### config.mk
export PLATFORM = sky130hd
export DESIGN_NAME = fetch_unit_flat
export DESIGN_NICKNAME = d
export VERILOG_FILES = /design/src/rtl/fetch_unit_if.sv /design/src/rtl/fetch_unit.sv /design/src/flat_wrapper.sv
export SDC_FILE = /design/constraint.sdc
export NUM_CORES = 1
export LEC_CHECK = 0
export BUFFER_PORTS_ARGS = -buffer_cell sky130_fd_sc_hd__buf_2
export CAP_MARGIN = 20
export CORE_MARGIN = 2
export CORE_UTILIZATION = 40
export DETAILED_ROUTE_END_ITERATION = 7
export GPL_TIMING_DRIVEN = 0
export PLACE_DENSITY = 0.67
export SYNTH_ARGS = -nofsm -noshare
export SYNTH_HDL_FRONTEND = slang
export SYNTH_SLANG_ARGS = --single-unit
### constraint.sdc
create_clock -name clk -period 43.5 [get_ports clk]
set_input_delay 2.175 -clock clk [delete_from_list [all_inputs] [get_ports clk]]
set_output_delay 2.175 -clock clk [all_outputs]
set_load 0.02 [all_outputs]
### src/rtl/fetch_unit_if.sv
// Fetch-side bus bundle: redirect input, imem request/response and the decode handshake.
// master = fetch unit, slave = surrounding core (redirect source, imem, decode).
interface fetch_unit_if;
    logic        redirect_en;
    logic [63:0] redirect_pc;
    logic [63:0] imem_pc_addr;
    logic [31:0] imem_instruction;
    logic        imem_exc_en;
    logic [3:0]  imem_exc_code;
    logic [63:0] imem_exc_val;
    logic        id_valid;
    logic        id_ready;
    logic [63:0] id_pc;
    logic [31:0] id_instr;
    logic        id_exc_en;
    logic [3:0]  id_exc_code;
    logic [63:0] id_exc_val;

    modport master (
        input  redirect_en, redirect_pc,
        output imem_pc_addr,
        input  imem_instruction, imem_exc_en, imem_exc_code, imem_exc_val,
        output id_valid,
        input  id_ready,
        output id_pc, id_instr, id_exc_en, id_exc_code, id_exc_val
    );

    modport slave (
        output redirect_en, redirect_pc,
        input  imem_pc_addr,
        output imem_instruction, imem_exc_en, imem_exc_code, imem_exc_val,
        input  id_valid,
        output id_ready,
        input  id_pc, id_instr, id_exc_en, id_exc_code, id_exc_val
    );
endinterface

### src/rtl/fetch_unit.sv
// Instruction fetch: owns the PC, buffers fetched words in a 2-entry FIFO toward decode,
// and halts after enqueuing exactly one faulting entry until a redirect or reset.
module fetch_unit #(
    parameter logic [63:0] RESET_VECTOR = 64'h0000_0000_0000_0000,
    parameter logic [31:0] NOP_INSN     = 32'h0000_0013
) (
    input  logic         clk,
    input  logic         rst,
    fetch_unit_if.master bus
);

    typedef struct packed {
        logic [63:0] pc;
        logic [31:0] instr;
        logic        exc_en;
        logic [3:0]  exc_code;
        logic [63:0] exc_val;
    } entry_t;

    typedef enum logic {RUN, HALT} state_t;

    state_t      r_state, w_state_nxt;
    logic [63:0] r_pc, w_pc_nxt;
    logic [1:0]  r_count;
    logic        r_wptr, r_rptr;
    entry_t      r_mem [2];

    logic        w_valid, w_pop, w_room, w_push;
    entry_t      w_entry, w_head;

    assign w_valid = (r_count != 2'd0);
    assign w_pop   = w_valid && bus.id_ready;
    assign w_room  = (r_count < 2'd2) || w_pop;
    assign w_head  = r_mem[r_rptr];

    always_ff @(posedge clk) begin
        if (rst) r_state <= RUN;
        else     r_state <= w_state_nxt;
    end

    // Fault entries freeze the PC on the faulting address so the exception value stays observable.
    always_comb begin
        w_state_nxt = r_state;
        w_pc_nxt    = r_pc;
        w_push      = 1'b0;
        w_entry     = '0;
        if (bus.redirect_en) begin
            w_state_nxt = RUN;
            w_pc_nxt    = bus.redirect_pc;
        end else if (r_state == RUN && w_room) begin
            w_push = 1'b1;
            if (r_pc[1:0] != 2'b00) begin
                w_entry     = '{pc: r_pc, instr: NOP_INSN, exc_en: 1'b1, exc_code: 4'd0, exc_val: r_pc};
                w_state_nxt = HALT;
            end else if (bus.imem_exc_en) begin
                w_entry     = '{pc: r_pc, instr: NOP_INSN, exc_en: 1'b1,
                                exc_code: bus.imem_exc_code, exc_val: bus.imem_exc_val};
                w_state_nxt = HALT;
            end else begin
                w_entry  = '{pc: r_pc, instr: bus.imem_instruction, exc_en: 1'b0,
                             exc_code: 4'd0, exc_val: 64'd0};
                w_pc_nxt = r_pc + 64'd4;
            end
        end
    end

    always_ff @(posedge clk) begin
        if (rst) r_pc <= RESET_VECTOR;
        else     r_pc <= w_pc_nxt;
    end

    // A redirect voids any pop in the same cycle, so the flush simply clears everything.
    always_ff @(posedge clk) begin
        if (rst || bus.redirect_en) begin
            r_count <= 2'd0;
            r_wptr  <= 1'b0;
            r_rptr  <= 1'b0;
        end else begin
            if (w_push) begin
                r_mem[r_wptr] <= w_entry;
                r_wptr        <= ~r_wptr;
            end
            if (w_pop) r_rptr <= ~r_rptr;
            r_count <= r_count + {1'b0, w_push} - {1'b0, w_pop};
        end
    end

    assign bus.imem_pc_addr = r_pc;
    assign bus.id_valid     = w_valid;
    assign bus.id_pc        = w_valid ? w_head.pc       : 64'd0;
    assign bus.id_instr     = w_valid ? w_head.instr    : NOP_INSN;
    assign bus.id_exc_en    = w_valid ? w_head.exc_en   : 1'b0;
    assign bus.id_exc_code  = w_valid ? w_head.exc_code : 4'd0;
    assign bus.id_exc_val   = w_valid ? w_head.exc_val  : 64'd0;

endmodule

### src/flat_wrapper.sv
// flat-port wrapper written by rule: the top's interface ports become plain ports
module fetch_unit_flat 
#(
    parameter logic [63:0] RESET_VECTOR = 64'h0000_0000_0000_0000,
    parameter logic [31:0] NOP_INSN     = 32'h0000_0013
)
  (clk, rst, bus_redirect_en, bus_redirect_pc, bus_imem_pc_addr, bus_imem_instruction, bus_imem_exc_en, bus_imem_exc_code, bus_imem_exc_val, bus_id_valid, bus_id_ready, bus_id_pc, bus_id_instr, bus_id_exc_en, bus_id_exc_code, bus_id_exc_val);
  fetch_unit_if bus_i ();
  input  logic clk;
  input  logic rst;
  input wire logic [$bits(bus_i.redirect_en)-1:0] bus_redirect_en;
  input wire logic [$bits(bus_i.redirect_pc)-1:0] bus_redirect_pc;
  output wire logic [$bits(bus_i.imem_pc_addr)-1:0] bus_imem_pc_addr;
  input wire logic [$bits(bus_i.imem_instruction)-1:0] bus_imem_instruction;
  input wire logic [$bits(bus_i.imem_exc_en)-1:0] bus_imem_exc_en;
  input wire logic [$bits(bus_i.imem_exc_code)-1:0] bus_imem_exc_code;
  input wire logic [$bits(bus_i.imem_exc_val)-1:0] bus_imem_exc_val;
  output wire logic [$bits(bus_i.id_valid)-1:0] bus_id_valid;
  input wire logic [$bits(bus_i.id_ready)-1:0] bus_id_ready;
  output wire logic [$bits(bus_i.id_pc)-1:0] bus_id_pc;
  output wire logic [$bits(bus_i.id_instr)-1:0] bus_id_instr;
  output wire logic [$bits(bus_i.id_exc_en)-1:0] bus_id_exc_en;
  output wire logic [$bits(bus_i.id_exc_code)-1:0] bus_id_exc_code;
  output wire logic [$bits(bus_i.id_exc_val)-1:0] bus_id_exc_val;
  assign bus_i.redirect_en = bus_redirect_en;
  assign bus_i.redirect_pc = bus_redirect_pc;
  assign bus_imem_pc_addr = bus_i.imem_pc_addr;
  assign bus_i.imem_instruction = bus_imem_instruction;
  assign bus_i.imem_exc_en = bus_imem_exc_en;
  assign bus_i.imem_exc_code = bus_imem_exc_code;
  assign bus_i.imem_exc_val = bus_imem_exc_val;
  assign bus_id_valid = bus_i.id_valid;
  assign bus_i.id_ready = bus_id_ready;
  assign bus_id_pc = bus_i.id_pc;
  assign bus_id_instr = bus_i.id_instr;
  assign bus_id_exc_en = bus_i.id_exc_en;
  assign bus_id_exc_code = bus_i.id_exc_code;
  assign bus_id_exc_val = bus_i.id_exc_val;
  fetch_unit #(.RESET_VECTOR(RESET_VECTOR), .NOP_INSN(NOP_INSN)) u_core (.clk(clk), .rst(rst), .bus(bus_i));
endmodule
==> results.json, run 1 <==
{
  "ctsHtreeMaxLevel": 2,
  "async_flop_share_pct": 0,
  "die_w_um": 215,
  "drv_cap": 0,
  "initial_core_util_pct": 40.4,
  "drive_gt1_share_pct": 26.5,
  "r2r_setup_slack_ps": 40030,
  "synth_cell_types": 60,
  "cts_setup_buffers": 0,
  "r2r-start": "u_core.bus.imem_pc_addr[28]$_SDFFE_PP0P_",
  "clkTransAtPathRegs_ps": 60,
  "path_class": "flop to output port",
  "drt-initial-drc-count": 993,
  "hold_viol": 0,
  "yosysSeqAreaShare_pct": 63.6,
  "synth_top_cell_by_area": "edfxtp_1",
  "antenna_found_initial": 34,
  "core_area_um2": 44000,
  "synth_edf_count": 330,
  "total_power_mw": 0.934,
  "die_height_um": 215,
  "holdCritPathClass": "flop to flop",
  "netlist_top_cells_area": "edfxtp_1 56%, mux2i_1 9.4%, dfxtp_1 7.9%",
  "clock_latency_ps": 570,
  "cts_tree": "done",
  "synth_top_cells_by_count": "330 x edfxtp_1, 246 x nor2_1, 167 x mux2i_1",
  "crit_fanout": 10,
  "cts_hold_buf": 0,
  "nets": 2073,
  "finalInstanceArea_um2": 22300,
  "drt_first_pass_iters": 5,
  "grt_start_max_net_pins": 52,
  "via_count": 13800,
  "routabilityCongestion": 0.875,
  "wl_per_cell_um": 23.0,
  "clockBufferDepth": 3,
  "area_delta_synth_final_pct": 25.6,
  "dpl.hpwl_mm": 43.2,
  "p_per_area_nw_per_um2": 41.8,
  "num_rows": 77,
  "dp.cells": 2447,
  "synth.avg_cell_area_um2": 12.5,
  "finalWirelength_mm": 58.4,
  "clockRootBuffer": "clkbuf_16",
  "syn_nets": 1598,
  "drtAntennaViolNets": 0,
  "synth_ff_type": "edfxtp_1",
  "max_freq_mhz": 185,
  "clkSinkCount": 400,
  "ir_worst_vdd_mv": 0.0346,
  "drc": 0,
  "grt_pass1_vias": 13700,
  "synth_top_area_share_pct": 55.7,
  "numCtsBuffers": 43,
  "startpoint": "u_core.r_count[1]$_SDFF_PP0_",
  "skew_ps": 23.0,
  "fin_crit_sh_pct": 12.4,
  "finalSetupViolations": 0,
  "worstMarginPinSlew_ps": 1080,
  "status": "finished clean",
  "cp-end-kind": "output port",
  "post_cts_resized": 0,
  "io_buffers": 397,
  "synth_area_um2": 17800,
  "crit_path_start_kind": "flop",
  "vias_per_cell": 5.41,
  "maxSlewViolCount": 0,
  "die_area_um2": 46200,
  "slew_headroom_pct": 27.1,
  "yosysMostFrequentCell": "edfxtp_1",
  "arrival_ps": 3230,
  "power.leakage_nw": 8.45,
  "grt_first_pass_wirelength_mm": 84.5,
  "synthCells": 1426,
  "fillers": 3958,
  "pin_count": 399,
  "grt-ovfl-total": 0,
  "fin_crit_ps": 5400,
  "rsz0062_at_grt": "no",
  "synth_seq_cells": 400,
  "finalNonFillerCells": 2542,
  "placed_cell_area_um2": 20900,
  "min_from": "u_core.r_rptr$_SDFFE_PP0P_",
  "track_usage_pct": 24.6,
  "finalSetupTns_ps": 0,
  "ys_warn_count": 0,
  "worstPathRequired_ps": 41330
}
-- state kept, by name, summed over array words and instances, names as in the netlist, named ones only --
register and cells:
u_core.r_state 1, u_core.r_mem 330, u_core.bus.imem_pc_addr 64, u_core.r_rptr 1
u_core.r_wptr 1, u_core.r_count 2
-- layout by cell type (no fill, tap or decap), drive strengths merged, types with 2 or more instances in the layout --
cell type  instances
nor2             246
o311ai             2
a22o              62
nand4             41
ha                 3
a32oi              2
xor2              16
nand2             38
nand2b             3
inv               16
a31oi              6
or4               11
dfxtp             70
bufinv             5
o211ai             2
o311a              2
edfxtp           330
o22ai              2
a211oi            26
clkinv            10
a21oi              7
nor4b              2
o31a               3
a311oi            17
or3               15
nand3             26
o2111ai            3
and3              35
nor4              21
o21ai             18
and4              11
o21a               2
nor3              11
xnor2             20
o31ai              8
and2              71
buf              457
diode             16
clkbuf           135
mux2i            167
-- worst max-delay path, stage by stage, from the launching register on --
cell,delay (ps)
dfxtp_1,350
nor2_2,630
buf_8,240
clkbuf_1,490
buf_8,230
clkbuf_1,400
nor2_1,130
buf_2,180
-- area by class of cell --
| type | count | area (um2) | area share, % |
|---|---|---|---|
| Clock buffer | 62 | 1220 | 5.46 |
| Inverter | 16 | 60.1 | 0.269 |
| Multi-Input combinational cell | 910 | 6050 | 27.1 |
| Clock inverter | 16 | 203 | 0.907 |
| Timing Repair Buffer | 430 | 2330 | 10.4 |
| Sequential cell | 400 | 11300 | 50.6 |
| Tap cell | 592 | 741 | 3.31 |
| Antenna cell | 16 | 40.0 | 0.179 |
| Buffer | 100 | 394 | 1.76 |
-- power by group --
group	internal, mW	switching (mW)
Combinational	0.0396	0.0777
Clock	0.224	0.149
Sequential	0.431	0.0120
Total	0.695	0.239
-- metal layers --
layer	up-vias	track usage, %	wire (um)
met5	-	0	183
met2	587	39.9	27600
li1	6338	-	-
met4	32	9.70	1720
met3	123	6.27	4740
met1	6672	31.5	24100
-- path summary, 6_finish.rpt --
check | endpoint | cells after the start
setup reg to reg | u_core.bus.imem_pc_addr[59]$_SDFFE_PP0P_ | 6
setup / recovery | bus_id_pc[13] | 7
hold reg to reg | flop | 2
hold / removal | flop | 2
-- per-stage QoR --
step / hold WS [ps] / utilization [%] / worst slack, ps
floorplan: 481 / - / 24260
global placement: 497 / 46.6 / 13620
detailed placement: 513 / 47.4 / 38200
CTS: 530 / 50.6 / 37990
global route: 565 / 50.7 / 37890
finish: 524 / 50.8 / 38100
-- cell families after synthesis --
group	share of synthesized area [%]
xor gates and xnor gates	1.77
DFF	63.6
adders and majority gates	0.211
and+or+nand+nor	15.3
AOI/OAI and AO/OA	7.26
buffers and inverters	2.55
muxes	9.39
(Power assumes the default switching activity.)
==> inputs of run 2 (changes only) <==
--- a/config.mk
+++ b/config.mk
@@ -5,13 +5,14 @@
 export SDC_FILE = /design/constraint.sdc
 export NUM_CORES = 1
 export LEC_CHECK = 0
+export ABC_AREA = 1
 export BUFFER_PORTS_ARGS = -buffer_cell sky130_fd_sc_hd__buf_2
 export CAP_MARGIN = 20
 export CORE_MARGIN = 2
 export CORE_UTILIZATION = 40
 export DETAILED_ROUTE_END_ITERATION = 7
 export GPL_TIMING_DRIVEN = 0
-export PLACE_DENSITY = 0.67
+export PLACE_DENSITY = 0.69
 export SYNTH_ARGS = -nofsm -noshare
 export SYNTH_HDL_FRONTEND = slang
 export SYNTH_SLANG_ARGS = --single-unit
==> constraint.sdc (replaced) <==
create_clock -name clk -period 4.35 [get_ports clk]
set_input_delay 0.2175 -clock clk [delete_from_list [all_inputs] [get_ports clk]]
set_output_delay 0.2175 -clock clk [all_outputs]
set_load 0.02 [all_outputs]
==> results.json, run 2 <==
{
  "status": "finished clean",
  "top_layer": "met4",
  "drtAntennaViolNets": 0,
  "post_cts_resized": 0,
  "core_area_um2": 45600,
  "synthCells": 2044,
  "die_w_um": 220,
  "pin_count": 399,
  "slew_headroom_pct": 26.3,
  "total_power_mw": 9.34,
  "fin_crit_sh_pct": 70.8,
  "power.leakage_nw": 9.67,
  "r2r_setup_slack_ps": 1610,
  "drv_cap": 0,
  "synth_edf_count": 330,
  "drt_first_pass_iters": 6,
  "clkSinkCount": 400,
  "routabilityCongestion": 0.963,
  "arrival_ps": 2860,
  "max_freq_mhz": 325,
  "synth_ff_type": "edfxtp_1",
  "largest_reg_flops": 330,
  "io_buffers": 397,
  "crit_path_start_kind": "flop",
  "area_delta_synth_final_pct": 29.4,
  "drive_gt1_share_pct": 20.0,
  "post-place-ws_ps": 1520,
  "worstPathRequired_ps": 4130,
  "finalSetupViolations": 0,
  "synth_cell_types": 32,
  "ctsHtreeMaxLevel": 2,
  "p_per_area_nw_per_um2": 389,
  "path_class": "flop to output port",
  "clkTransAtPathRegs_ps": 60,
  "maxSlewViolCount": 0,
  "worstSetupEndpoint": "bus_id_exc_val[28]",
  "die_height_um": 220,
  "synth.avg_cell_area_um2": 9.09,
  "initial_core_util_pct": 40.8,
  "drt-initial-drc-count": 1881,
  "fin_crit_ps": 3080,
  "crit_fanout": 10,
  "clockBufferDepth": 3,
  "hold_viol": 0,
  "die_area_um2": 48200,
  "grt_start_max_net_pins": 20,
  "regMostFlops": "u_core.r_mem",
  "rsz0062_at_grt": "no",
  "final_cell_mix": "665 x nand2_1, 409 x buf_2, 330 x edfxtp_1",
  "grt_first_pass_wirelength_mm": 99.2,
  "r2r-start": "u_core.r_count[1]$_SDFF_PP0_",
  "grt-ovfl-total": 0,
  "wl_per_cell_um": 21.4,
  "clock_latency_ps": 580,
  "numCtsBuffers": 43,
  "synth_top_cell_by_area": "edfxtp_1",
  "synth_area_um2": 18600,
  "finalSetupTns_ps": 0,
  "holdCritPathClass": "primary input to flop",
  "m1WireLength_mm": 27.7,
  "async_flop_share_pct": 0,
  "grt_pass1_vias": 16500,
  "layout_commonest_cell": "nand2_1",
  "yosysMostFrequentCell": "nand2_1",
  "nets": 2752,
  "synth_top_cells_by_count": "665 x nand2_1, 330 x edfxtp_1, 233 x nor2_1",
  "track_usage_pct": 27.8,
  "vias_per_cell": 5.37,
  "clockRootBuffer": "clkbuf_16",
  "timing.rr.end": "u_core.r_mem[1][51]$_DFFE_PP_",
  "dpl.hpwl_mm": 52.0,
  "synth_seq_cells": 400,
  "finalWirelength_mm": 69.0,
  "via_count": 17300,
  "antenna_found_initial": 8,
  "wl_met2_mm": 32.7,
  "yosysSeqAreaShare_pct": 60.9,
  "syn_nets": 2216,
  "netlist_top_cells_area": "edfxtp_1 53%, nand2_1 13%, dfxtp_1 7.5%",
  "cts_tree": "done",
  "worstMarginPinSlew_ps": 1100,
  "wl_met3_mm": 5.78,
  "fillers": 4124,
  "cp-end-kind": "output port",
  "synth_top_area_share_pct": 53.3,
  "fin_util_pct": 52.7,
  "drc": 0,
  "worst_slack_ps": 1270,
  "num_rows": 78,
  "skew_ps": 18.1,
  "ff2ff_path_depth": 7,
  "ys_warn_count": 0,
  "ir_worst_vdd_mv": 0.248
}
[run 2: changes by cell type after synthesis, sizes merged, moves of 71 or more]
| cell | delta |
|---|---|
| a21oi | +214 |
| and2 | -71 |
| inv | +136 |
| mux2i | -167 |
| nand2 | +630 |
[run 2: kinds of logic after synthesis]
group	Yosys count	share of synthesized area, %
DFF	400	60.9
and+or+nand+nor	1002	21.2
AOI/OAI and AO/OA	369	11.8
xor gates and xnor gates	5	0.236
adders and majority gates	3	0.202
buffers and inverters	265	5.63
[run 2: how the worst min path moves through the flow]
| stage | endpoint | depth (start not counted) | slack [ps] | from |
|---|---|---|---|---|
| after floorplan | u_core.bus.imem_pc_addr[0]$_SDFFE_PP0P_ | 2 | 370 | bus_redirect_pc[0] |
| after global placement | u_core.r_rptr$_SDFFE_PP0P_ | 1 | 440 | u_core.r_rptr$_SDFFE_PP0P_ |
| after detailed placement | flop | 1 | 450 | u_core.r_rptr$_SDFFE_PP0P_ |
| after CTS | u_core.r_mem[0][42]$_DFFE_PP_ | 2 | 0.2 | bus_imem_exc_val[42] |
| after global routing | u_core.r_mem[0][16]$_DFFE_PP_ | 2 | 10 | bus_imem_exc_val[16] |
| final | u_core.bus.imem_pc_addr[45]$_SDFFE_PP0P_ | 5 | 10 | bus_redirect_pc[45] |
[run 2: routing by layer]
layer | up-vias | track usage (%)
met5 | - | 0
met4 | 0 | 11.2
met3 | 144 | 4.11
met2 | 949 | 45.8
met1 | 8214 | 36.9
li1 | 7990 | -
[run 2: where the power goes]
part,switching (mW),leakage [nW],total (mW),internal [mW]
clock network,1.57,0.677,3.65,2.08
registers,0.0926,3.73,4.39,4.30
logic,0.891,5.27,1.30,0.414
total,2.55,9.67,9.34,6.79
[run 2: worst max-delay path: stages, from the launching register on]
cell and delay, ps:
dfxtp_1 330, inv_1 80, clkbuf_1 720, clkbuf_1 470, nand2_1 100, a21oi_1 350
buf_2 250
[run 2: final cells by class]
class | instances | area, um2 | share of cell area [%]
diodes | 8 | 20.0 | 0.0833
multi-input cells | 1379 | 6250 | 26.0
repair buffers | 491 | 3240 | 13.5
inverters | 153 | 579 | 2.41
clock inverters | 21 | 139 | 0.578
well taps | 600 | 751 | 3.12
clock buffers | 58 | 1250 | 5.19
plain buffers | 112 | 497 | 2.07
flip-flops and latches | 400 | 11300 | 47.1
[run 2: metrics by stage]
step / cells / hold slack, ps / instance area [um2]
3_3_place_gp: 3041 / 436 / 21400
3_5_place_dp: 3061 / 449 / 21900
2_1_floorplan: 2044 / 367 / 18600
6_report: 3222 / 14.5 / 24000
4_1_cts: 3214 / 0.241 / 24000
5_1_grt: 3222 / 9.86 / 24000
[run 2: repair_timing]
action	CTS	global route
setup endpoints to repair	0	0
endpoints found under the hold margin	116	0
buffers inserted	0	0
hold buffers	74	0
